### config.mk
export PLATFORM = sky130hd
export DESIGN_NAME = fetch_stage
export DESIGN_NICKNAME = d
export VERILOG_FILES = /design/src/rtl/fetch_stage.sv
export SDC_FILE = /design/constraint.sdc
export NUM_CORES = 1
export LEC_CHECK = 0
export ABC_CLOCK_PERIOD_IN_PS = 6350
export BUFFER_PORTS_ARGS = -buffer_cell sky130_fd_sc_hd__buf_2
export CORE_MARGIN = 4
export CORE_UTILIZATION = 54
export CTS_CLUSTER_DIAMETER = 40
export DETAILED_ROUTE_END_ITERATION = 16
export PLACE_DENSITY = 0.8
export SLEW_MARGIN = 25
export SYNTH_ARGS = -nofsm -noshare
export SYNTH_HDL_FRONTEND = slang
export SYNTH_SLANG_ARGS = --single-unit
### constraint.sdc
create_clock -name clk -period 6.35 [get_ports clk]
set_input_delay 0.635 -clock clk [delete_from_list [all_inputs] [get_ports clk]]
set_output_delay 0.635 -clock clk [all_outputs]
set_load 0.02 [all_outputs]
### src/rtl/fetch_stage.sv
// Instruction-fetch front end: owns the PC, tracks the outstanding memory request, and
// fills the IF/ID register, using a skid buffer for decode stalls and squashing on redirects.
module fetch_stage #(
  parameter int unsigned         ADDR_W   = 32,
  parameter int unsigned         DATA_W   = 32,
  parameter logic [ADDR_W-1:0]   RESET_PC = '0,
  parameter int unsigned         PC_STEP  = 4
) (
  input  logic              clk,
  input  logic              reset,
  input  logic              stall,
  input  logic              redirect_valid,
  input  logic [ADDR_W-1:0] redirect_pc,
  output logic [ADDR_W-1:0] Addr,
  input  logic [DATA_W-1:0] Instr_In,
  output logic [DATA_W-1:0] ifid_instr,
  output logic [ADDR_W-1:0] ifid_pc,
  output logic [ADDR_W-1:0] ifid_pc_plus4,
  output logic              ifid_valid
);

  localparam logic [ADDR_W-1:0] Step = ADDR_W'(PC_STEP);

  typedef enum logic [0:0] {StRun, StStalled} state_e;

  state_e             r_state, w_state_next;
  logic [ADDR_W-1:0]  r_pc, w_pc_next;
  logic [ADDR_W-1:0]  r_req_pc, w_req_pc_next;
  logic               r_req_valid, w_req_valid_next;
  logic [DATA_W-1:0]  r_hold_instr, w_hold_instr_next;
  logic [DATA_W-1:0]  r_ifid_instr, w_ifid_instr_next;
  logic [ADDR_W-1:0]  r_ifid_pc, w_ifid_pc_next;
  logic [ADDR_W-1:0]  r_ifid_pc_plus4, w_ifid_pc_plus4_next;
  logic               r_ifid_valid, w_ifid_valid_next;

  always_ff @(posedge clk or posedge reset) begin
    if (reset) begin
      r_state         <= StRun;
      r_pc            <= RESET_PC;
      r_req_pc        <= '0;
      r_req_valid     <= 1'b0;
      r_hold_instr    <= '0;
      r_ifid_instr    <= '0;
      r_ifid_pc       <= '0;
      r_ifid_pc_plus4 <= '0;
      r_ifid_valid    <= 1'b0;
    end else begin
      r_state         <= w_state_next;
      r_pc            <= w_pc_next;
      r_req_pc        <= w_req_pc_next;
      r_req_valid     <= w_req_valid_next;
      r_hold_instr    <= w_hold_instr_next;
      r_ifid_instr    <= w_ifid_instr_next;
      r_ifid_pc       <= w_ifid_pc_next;
      r_ifid_pc_plus4 <= w_ifid_pc_plus4_next;
      r_ifid_valid    <= w_ifid_valid_next;
    end
  end

  always_comb begin
    w_state_next         = r_state;
    w_pc_next            = r_pc;
    w_req_pc_next        = r_req_pc;
    w_req_valid_next     = r_req_valid;
    w_hold_instr_next    = r_hold_instr;
    w_ifid_instr_next    = r_ifid_instr;
    w_ifid_pc_next       = r_ifid_pc;
    w_ifid_pc_plus4_next = r_ifid_pc_plus4;
    w_ifid_valid_next    = r_ifid_valid;

    if (redirect_valid) begin
      // Squash the in-flight request and IF/ID; stale ifid payload is kept to avoid X.
      w_pc_next         = redirect_pc;
      w_req_valid_next  = 1'b0;
      w_ifid_valid_next = 1'b0;
      w_state_next      = StRun;
    end else begin
      unique case (r_state)
        StRun: begin
          if (stall) begin
            // Memory will re-read mem[pc] next cycle, so park the req_pc instruction.
            w_hold_instr_next = Instr_In;
            w_state_next      = StStalled;
          end else begin
            w_ifid_instr_next    = Instr_In;
            w_ifid_pc_next       = r_req_pc;
            w_ifid_pc_plus4_next = r_req_pc + Step;
            w_ifid_valid_next    = r_req_valid;
            w_pc_next            = r_pc + Step;
            w_req_pc_next        = r_pc;
            w_req_valid_next     = 1'b1;
          end
        end
        StStalled: begin
          if (!stall) begin
            w_ifid_instr_next    = r_hold_instr;
            w_ifid_pc_next       = r_req_pc;
            w_ifid_pc_plus4_next = r_req_pc + Step;
            w_ifid_valid_next    = r_req_valid;
            w_pc_next            = r_pc + Step;
            w_req_pc_next        = r_pc;
            w_req_valid_next     = 1'b1;
            w_state_next         = StRun;
          end
        end
        default: w_state_next = StRun;
      endcase
    end
  end

  assign Addr          = r_pc;
  assign ifid_instr    = r_ifid_instr;
  assign ifid_pc       = r_ifid_pc;
  assign ifid_pc_plus4 = r_ifid_pc_plus4;
  assign ifid_valid    = r_ifid_valid;

endmodule

==> run metrics <==
run status finished clean; post-placement cell area 9770 sq um; initial antenna violation count 0; postcts setup bufs 0; number of H-tree levels 4; most common cell after layout, fill and taps aside nand2_1; R2R Path End ifid_pc_plus4[29]; PwrDens 316 nW/um^2; Setup-failing EPs final 0; Die Wd 135 um; Top FF cell, synth dfrtp_1; initial core utilization 0.548; clock sinks 193; Crit path largest cell delay 0.78 ns; commonest cells after routing, fill and taps aside nand2_1 (259), buf_2 (196), dfrtp_1 (192), o21ai_0 (78); routed wire length per instance roughly 16 um; HPWL Detailed 14.3 mm; max-cap violation count 0; Power Total 3.28 mW; # resized after CTS 0; cell count after synthesis 891; post-layout util 0.655; GP Congestion about 0.87; Cells after DPL 1253; fmax 351 MHz; Reg2Reg Launch Point r_req_pc[4]; Post-synth EDFFs 0; CP Launch Type input pin; Worst-Margin Slew 0.979 ns; Nets roughly 1100; Worst Clk Skew about 0.0084 ns; peak supply drop around 190 uV; Vias 6994; CP Class input pin to flip-flop; setup slack, reg-to-reg 4.06 ns; row count 46; fin worst setup slack 3.50 ns; clock slew at reported path FFs roughly 0.070 ns; Lkg Pwr 4.99 nW; period utilization 0.448; global route overflow 0; Slew headroom 0.347; Placement Setup Slack 3.06 ns; mapped cell area between 8000 and 9000 sq um; cells on worst reg2reg path 4; Die Ht 135 um; total global-route track usage 0.232; post-route minimum period approximately 2.8 ns; Final Cell Area 10400 sq um; Netlist cell types 45; CP max FO 85; Avg Inst Size Synth between 9 and 10 sq um; Routed Antenna Nets 0; Critical Path Source redirect_valid; CP max stage cell or2_4; endpoints failing hold 0; ys async rst share 1.00; CTS root buffer clkbuf_16; Clock Path Buffers 2; share of cells above drive strength 1 0.261; drt pass-1 iters 5; Sum Neg Setup Slack 0 ns; critical-path cell list buf_2 > buf_4 > or2_4 > buf_4 > nor3_1 > nand3_1 > o211ai_1; Slew Viols, Final 0; Syn Nets 961; # DRC 0; Area growth syn-to-layout 19.4%; CP dominant cell by count buf_4; Filler Cell Count 1312; Finished Layout Cells 1285; port bufs 196; vias in the first global route 6490; IO Pins 197; #FFs+latches synth a little under 200; Antenna diodes 0; CP top delay family buffers and inverters; Setup crit end ifid_pc_plus4[31]; worst hold margin 0.339 ns; CP Buf/Inv Count 3; largest net degree at the start of global routing 127; Seq/Total Area, Yosys 0.557; final WL 20.8 mm; TritonCTS Buffers 17; clock latency on the worst-skew pair 0.43 ns; Die Area 18200 sq um; Critical Path RT 6.65 ns; RSZ-0062 raised after global routing false; Hold Path Class input pin to async pin; vias per cell 5.44; CTS Hold Bufs 0; Worst Setup End Kind flip-flop; TritonCTS clock tree done; CORE AREA 15800 sq um; critical path depth 7; DR iter-0 viols 477; Yosys warnings 0; arrival time worst endpoint 3.14 ns; first-pass GRT wire length around 34 mm
[metal layers]
layer | global-route usage | vias up | wire length, um
met5 | 0 | - | 0
met4 | 0.0724 | 0 | 309
met3 | 0.0380 | 24 | 1130
met2 | 0.346 | 198 | 9600
met1 | 0.351 | 3360 | 9730
li1 | - | 3412 | -
[state kept, by name (all words and copies together), names as in the netlist]
register	cells
Addr	32
ifid_instr	32
ifid_pc	32
ifid_pc_plus4	30
ifid_valid	1
r_hold_instr	32
r_req_pc	32
r_req_valid	1
r_state	1
[worst min path at each step]
stage | end | slack, ns | depth (start not counted)
6_report | ifid_instr[16] | 0.34 | 2
3_3_place_gp | ifid_pc[1] | 0.45 | 2
4_1_cts | Addr[14] | 0.39 | 3
2_1_floorplan | ifid_pc[0] | 0.44 | 2
3_5_place_dp | ifid_pc[1] | 0.46 | 2
5_1_grt | Addr[16] | 0.40 | 3
[Yosys cell counts, types with 3 or more instances]
cell type	n	area share
buf_4	3	0.0026
inv_1	16	0.0069
o31ai_1	8	0.0069
nand3_1	28	0.016
dfrtp_1	193	0.56
nor4_1	4	0.0029
o211ai_1	5	0.0043
xnor2_1	14	0.014
a31oi_1	15	0.011
and2_1	4	0.0029
nor2b_1	6	0.0043
o21ai_0	78	0.045
nor2_1	29	0.013
xor2_1	11	0.011
and3_1	5	0.0036
nor3_1	11	0.0063
buf_2	7	0.0040
a311o_1	7	0.0081
or3_1	5	0.0036
mux2_2	35	0.045
clkbuf_1	44	0.019
and4_1	9	0.0091
nand4_1	25	0.018
mux2i_1	35	0.040
nand2_1	259	0.11
or4_1	11	0.0095
[cell families (layout without fill, tap and decap cells)]
| kind of cell | after synthesis | count (layout) | synth area share |
|---|---|---|---|
| compound gates | 124 | 124 | 0.0851 |
| xor+xnor | 25 | 25 | 0.0252 |
| fa+ha+maj | 2 | 2 | 0.00288 |
| buf+inv | 72 | 250 | 0.0335 |
| flops | 193 | 193 | 0.557 |
| mux | 70 | 70 | 0.0858 |
| simple gates | 405 | 405 | 0.211 |
[final cells by class]
type	count	area, sq um	area share
repair buffers	202	1030	0.0990
well taps	216	270	0.0261
inverters	16	67.6	0.00652
clock inverters	14	155	0.0150
flip-flops and latches	193	4830	0.466
multi-input cells	626	3580	0.346
clock buffers	18	429	0.0414
[where the power goes]
part | switching (mW) | leakage, nW | internal [mW] | total (mW)
registers | 0.171 | 2.37 | 1.42 | 1.59
clock network | 0.479 | 0.282 | 0.586 | 1.07
logic | 0.394 | 2.34 | 0.233 | 0.626
total | 1.04 | 4.99 | 2.24 | 3.28
No activity file was read; power rests on OpenSTA's default activity.
